`src/rtl/ysyx_22040931_if_stage_pkg.sv`:
```
// ----------------------------------------------------------------------------
// ysyx_22040931_if_stage_pkg
// Shared constants and types for the instruction-fetch stage.
//   PC_BUS / INST_BUS : default PC and instruction widths
//   RESET_PC_DEF      : architectural PC after reset
//   NOP_INST          : instruction shown on instr_o while nothing was fetched
//   fetch_state_e     : fetch FSM states (2-bit encoding)
// ----------------------------------------------------------------------------
package ysyx_22040931_if_stage_pkg;

    localparam int          PC_BUS       = 64;
    localparam int          INST_BUS     = 32;
    localparam logic [63:0] RESET_PC_DEF = 64'h0000_0000_8000_0000;
    localparam logic [31:0] NOP_INST     = 32'h0000_0013;

    typedef enum logic [1:0] {
        S_REQ  = 2'd0,
        S_WAIT = 2'd1,
        S_HOLD = 2'd2
    } fetch_state_e;

endpackage

```
`src/rtl/ysyx_22040931_if_hold_buf.sv`:
```
// ----------------------------------------------------------------------------
// ysyx_22040931_if_hold_buf
// One-entry {pc, instr} buffer that parks a fetched instruction while the
// decode-facing output register is still occupied.
//   clock, reset        : clock and synchronous active-high reset
//   load, load_pc/instr : capture a new entry
//   clear               : drop the entry (wins over load)
//   valid, pc, instr    : buffered entry
// ----------------------------------------------------------------------------
module ysyx_22040931_if_hold_buf #(
    parameter int PC_W   = 64,
    parameter int INST_W = 32
) (
    input  logic              clock,
    input  logic              reset,
    input  logic              load,
    input  logic              clear,
    input  logic [PC_W-1:0]   load_pc,
    input  logic [INST_W-1:0] load_instr,
    output logic              valid,
    output logic [PC_W-1:0]   pc,
    output logic [INST_W-1:0] instr
);

    // Clear takes priority so a redirect can never leave a wrong-path entry.
    always_ff @(posedge clock) begin
        if (reset) begin
            valid <= 1'b0;
            pc    <= '0;
            instr <= '0;
        end else if (clear) begin
            valid <= 1'b0;
        end else if (load) begin
            valid <= 1'b1;
            pc    <= load_pc;
            instr <= load_instr;
        end
    end

endmodule

```
`src/rtl/ysyx_22040931_if_stage.sv`:
```
// ----------------------------------------------------------------------------
// ysyx_22040931_if_stage
// Instruction-fetch stage: owns the architectural PC, issues one imem fetch at
// a time and presents {pc, instr} to decode through a valid/ready register.
// A qualified redirect from decode (mux_pc_i while valid_o) retargets the PC
// and squashes any wrong-path fetch, including one already in flight.
//   clock, reset                  : clock, synchronous active-high reset
//   imem_req_valid/ready/addr     : fetch request channel
//   imem_rsp_valid/data           : fetch response (one per accepted request)
//   mux_pc_i, branch_i            : redirect request and target from decode
//   valid_o, ready_i, pc_o, instr_o : decode-facing output register
// ----------------------------------------------------------------------------
module ysyx_22040931_if_stage
    import ysyx_22040931_if_stage_pkg::*;
#(
    parameter int              PC_W     = PC_BUS,
    parameter int              INST_W   = INST_BUS,
    parameter logic [PC_W-1:0] RESET_PC = PC_W'(RESET_PC_DEF)
) (
    input  logic              clock,
    input  logic              reset,
    output logic              imem_req_valid,
    input  logic              imem_req_ready,
    output logic [PC_W-1:0]   imem_req_addr,
    input  logic              imem_rsp_valid,
    input  logic [INST_W-1:0] imem_rsp_data,
    input  logic              mux_pc_i,
    input  logic [PC_W-1:0]   branch_i,
    output logic              valid_o,
    input  logic              ready_i,
    output logic [PC_W-1:0]   pc_o,
    output logic [INST_W-1:0] instr_o
);

    localparam logic [PC_W-1:0] PC_STEP = PC_W'(4);

    fetch_state_e      state;
    logic [PC_W-1:0]   pc_r;
    logic              kill_r;

    logic              redirect;
    logic              slot_free;
    logic              hold_load;
    logic              hold_clear;
    logic              hold_valid;
    logic [PC_W-1:0]   hold_pc;
    logic [INST_W-1:0] hold_instr;

    // The request channel depends only on the state register; pc_r is always
    // word aligned because both the reset PC and redirect targets are.
    assign imem_req_valid = (state == S_REQ);
    assign imem_req_addr  = pc_r;

    assign redirect   = mux_pc_i & valid_o;
    assign slot_free  = ~valid_o | ready_i;
    assign hold_load  = (state == S_WAIT) & imem_rsp_valid & ~kill_r
                      & ~slot_free & ~redirect;
    assign hold_clear = redirect | ((state == S_HOLD) & ready_i);

    ysyx_22040931_if_hold_buf #(
        .PC_W   (PC_W),
        .INST_W (INST_W)
    ) u_hold_buf (
        .clock      (clock),
        .reset      (reset),
        .load       (hold_load),
        .clear      (hold_clear),
        .load_pc    (pc_r),
        .load_instr (imem_rsp_data),
        .valid      (hold_valid),
        .pc         (hold_pc),
        .instr      (hold_instr)
    );

    // Fetch FSM, PC, kill flag and output register. A redirect overrides
    // everything else in its cycle: the presented instruction is consumed, a
    // response arriving now is dropped, and a request that is still
    // outstanding (or handshaking right now) is marked for killing.
    always_ff @(posedge clock) begin
        if (reset) begin
            state   <= S_REQ;
            pc_r    <= RESET_PC;
            kill_r  <= 1'b0;
            valid_o <= 1'b0;
            pc_o    <= '0;
            instr_o <= INST_W'(NOP_INST);
        end else if (redirect) begin
            pc_r    <= {branch_i[PC_W-1:2], 2'b00};
            valid_o <= 1'b0;
            case (state)
                S_REQ: begin
                    if (imem_req_ready) begin
                        state  <= S_WAIT;
                        kill_r <= 1'b1;
                    end
                end
                S_WAIT: begin
                    if (imem_rsp_valid) begin
                        state  <= S_REQ;
                        kill_r <= 1'b0;
                    end else begin
                        kill_r <= 1'b1;
                    end
                end
                default: state <= S_REQ;
            endcase
        end else begin
            // A consumed slot empties unless a new load below refills it.
            if (ready_i) begin
                valid_o <= 1'b0;
            end
            case (state)
                S_REQ: begin
                    if (imem_req_ready) begin
                        state <= S_WAIT;
                    end
                end
                S_WAIT: begin
                    if (imem_rsp_valid) begin
                        if (kill_r) begin
                            kill_r <= 1'b0;
                            state  <= S_REQ;
                        end else if (slot_free) begin
                            valid_o <= 1'b1;
                            pc_o    <= pc_r;
                            instr_o <= imem_rsp_data;
                            pc_r    <= pc_r + PC_STEP;
                            state   <= S_REQ;
                        end else begin
                            state <= S_HOLD;
                        end
                    end
                end
                S_HOLD: begin
                    if (ready_i && hold_valid) begin
                        valid_o <= 1'b1;
                        pc_o    <= hold_pc;
                        instr_o <= hold_instr;
                        pc_r    <= pc_r + PC_STEP;
                        state   <= S_REQ;
                    end
                end
                default: state <= S_REQ;
            endcase
        end
    end

endmodule
```
`config.mk`:
```
export PLATFORM = sky130hd
export DESIGN_NAME = ysyx_22040931_if_stage
export DESIGN_NICKNAME = d
export VERILOG_FILES = /design/src/rtl/ysyx_22040931_if_stage_pkg.sv /design/src/rtl/ysyx_22040931_if_hold_buf.sv /design/src/rtl/ysyx_22040931_if_stage.sv
export SDC_FILE = /design/constraint.sdc
export NUM_CORES = 1
export LEC_CHECK = 0
export BUFFER_PORTS_ARGS = -buffer_cell sky130_fd_sc_hd__buf_2
export CAP_MARGIN = 20
export CORE_UTILIZATION = 54
export DETAILED_ROUTE_END_ITERATION = 16
export GPL_TIMING_DRIVEN = 1
export PLACE_DENSITY = 0.8
export SKIP_CTS_REPAIR_TIMING = 1
export SLEW_MARGIN = 25
export SYNTH_ARGS = -nofsm -noshare
export SYNTH_HDL_FRONTEND = slang
export SYNTH_SLANG_ARGS = --single-unit
```
`constraint.sdc`:
```
create_clock -name clock -period 3.26 [get_ports clock]
set_input_delay 0.652 -clock clock [delete_from_list [all_inputs] [get_ports clock]]
set_output_delay 0.652 -clock clock [all_outputs]
set_load 0.005 [all_outputs]
```
==> impl_metrics.tcl <==
set metrics [dict create \
    start_util_pct 54.98 \
    power_density_nw_per_um2 517.5 \
    cap_viol_max_count 0 \
    wl_per_cell_um 16.30 \
    crit_buf_inv 1 \
    grt_pass1_vias 9318 \
    max_stage_delay_ps 520 \
    ant_nets 0 \
    vias 10190 \
    final_nets 1630 \
    post_drt_via_cell_ratio 5.607 \
    die_width_um 145.5 \
    drt-pass1-iter-count 5 \
    setup_viol 0 \
    crit_slowest_cell "or4_1" \
    hold_class "input pin to flip-flop" \
    p_int_mw 5.240 \
    netlist_area_um2 11130 \
    combPwrFrac_pct 9.5 \
    period_minus_slack_ps 2655 \
    drive_gt1_share_pct 22.46 \
    ys_seq_area_share_pct 45.88 \
    syn_avg_cell_area_um2 8.429 \
    numCtsBuffers 27 \
    netlist_instances 1320 \
    cts_num_sinks 255 \
    worst_setup_path_start_kind "flip-flop" \
    finClkSkew_ps 12.97 \
    end_kind "flip-flop" \
    rsz0062_at_grt "false" \
    ctsLongestPathBuffers 3 \
    first_iter_violations 578 \
    grt_usage_pct 27.24 \
    holdWs_ps 366.0 \
    synth_flop_cell "dfxtp_1" \
    synth_cell_types 49 \
    core_area_um2 20230 \
    pwr-share-clk_pct 42.1 \
    path_class "flip-flop to flip-flop" \
    ioPinCount 264 \
    cts_tree "yes" \
    cp_max_fo 8 \
    drc 0 \
    globalplace.congestion 0.8069 \
    dpl.hpwl_um 19680 \
    synth_edf_count 0 \
    finalCritPeriodShare_pct 81.44 \
    seq_power_share_pct 48.4 \
    fmax_mhz 376.7 \
    synthArstFlopShare_pct 0 \
    cts_max_level 1 \
    ys_warn_count 0 \
    cts_root_buffer "clkbuf_16" \
    synth_seq_cells 255 \
    insertion_delay_ps 530 \
    worstPathArrival_ps 3090 \
    maxSlewHeadroom_pct 41.40 \
    antenna_found_initial 2 \
    timing_hold_violations_final 0 \
    outcome "complete, no violations" \
    slew_viol_final 0 \
    grt_pass1_wl_um 47640 \
    layout-area-overhead-vs-synth_pct 21.23 \
    grt_max_degree 119 \
    drt-total-wl_um 29630 \
    switching_share_pct 24.94 \
    clk_pin_slew_ps 60 \
    tns_ps 0 \
    row_count 52 \
    tightest_slew_ps 879.1 \
    cp_cell_sequence "nand3_1 > nor4_2 > buf_4 > nand3_1 > or4_1 > or4_1 > a311oi_1" \
    switchingPower_mw 1.741 \
    leakagePower_nw 4.933 \
    io_buffers 257 \
    cp.required_ps 3700 \
    globalRouteOverflowTotal 0 \
    cp_top_family "simple AND/OR/NAND/NOR gates" \
    die_area_um2 21180 \
    ir_worst_vdd_v 0.0004877 \
    die_h_um 145.5 \
]
through the flow:
stage                     total power [mW]  instance area (µm²)  utilization [%]  cells  setup WS [ps]
after floorplan                      3.799                11140                -   1323          737.3
after global placement               4.086                12630            62.40   1765          601.1
after detailed placement             4.107                12630            62.40   1765          528.7
after CTS                            7.030                13480            66.63   1815          630.5
after global routing                 7.252                13490            66.66   1817          458.2
final                                6.980                13490            66.66   1817          605.2
power groups by stage:
stage               clock network (mW)  logic [mW]  registers [mW]
floorplan                            0       0.362            3.44
global placement                     0       0.649            3.44
detailed placement                   0       0.665            3.44
CTS                               2.99       0.669            3.37
global route                      3.12       0.738            3.39
finish                            2.94       0.665            3.38
placed cells by master (no fill, tap or decap), types with 21 or more instances in the layout:
cell         n
dfxtp_1    255
nand2_1    224
nand3_1     25
buf_2      256
buf_4       21
nor3_1      23
a211oi_1   139
mux2i_1     94
xnor2_1     31
clkbuf_16   27
a21oi_1    103
nor2_1     162
cell families (layout without fill, tap and decap cells):
logic type | count (synthesis) | count (layout) | share of synthesized area (%)
other cells | 1 | 6 | 0.03371
simple gates | 523 | 523 | 20.74
buf+inv | 119 | 341 | 4.274
flops | 255 | 255 | 45.88
compound gates | 274 | 274 | 16.23
fa+ha+maj | 4 | 4 | 0.4499
mux | 94 | 94 | 8.457
xor+xnor | 50 | 50 | 3.936
worst register-to-register path, stage by stage, from the launching register on:
cell and delay, ps:
dfxtp_1 490, nand3_1 180, nor4_2 300, buf_4 170
nand3_1 230, or4_1 520, or4_1 430, a311oi_1 250
path summary, 6_finish.rpt:
check | from | slack [ps] | endpoint | depth (start not counted)
max | imem_req_addr[37] | 610 | imem_req_addr[56] | 7
min | imem_rsp_data[6] | 370 | u_hold_buf.instr[6] | 3
min reg2reg | u_hold_buf.instr[6] | 450 | u_hold_buf.instr[6] | 2
max reg2reg | imem_req_addr[37] | 610 | imem_req_addr[56] | 7
registers in the layout, indices dropped and copies added (netlist names):
signal / cells
u_hold_buf.valid: 1
valid_o: 1
imem_req_addr: 62
instr_o: 32
u_hold_buf.pc: 62
u_hold_buf.instr: 32
kill_r: 1
pc_o: 62
state: 2
synthesized netlist by cell type (5+ instances only):
| library cell | number | area, µm² |
|---|---|---|
| or4_1 | 8 | 60.06 |
| a211oi_1 | 139 | 1044 |
| nor2_1 | 163 | 611.8 |
| o31ai_1 | 6 | 45.04 |
| mux2i_1 | 94 | 940.9 |
| nand4_1 | 18 | 112.6 |
| xnor2_1 | 31 | 271.5 |
| and2_1 | 5 | 31.28 |
| clkbuf_1 | 94 | 352.8 |
| dfxtp_1 | 255 | 5105 |
| and3_1 | 11 | 68.82 |
| inv_1 | 8 | 30.03 |
| nor4_1 | 15 | 93.84 |
| nand2_1 | 225 | 844.6 |
| a311oi_1 | 11 | 96.34 |
| nand3_1 | 26 | 130.1 |
| buf_1 | 7 | 26.28 |
| xor2_1 | 19 | 166.4 |
| buf_2 | 5 | 25.02 |
| a21oi_1 | 103 | 515.5 |
| o21ai_0 | 5 | 25.02 |
| nor3_1 | 23 | 115.1 |
per-layer routing:
metal,vias up,GRT usage (%),wire length (µm)
met5,-,0,0
met4,0,9.053,886
met3,66,4.890,1796
met2,303,45.07,14060
met1,4769,35.96,12880
li1,5050,-,-
area by class of cell:
type	instances	area [µm²]
clock inverter	13	72.57
fill	1723	6746
antenna	2	5.005
timing repair buffer	283	1553
multi-input combinational	949	5602
inverter	8	30.03
tap	270	337.8
clock buffer	37	783.3
sequential	255	5105
No activity file was read; power rests on OpenSTA's default activity.
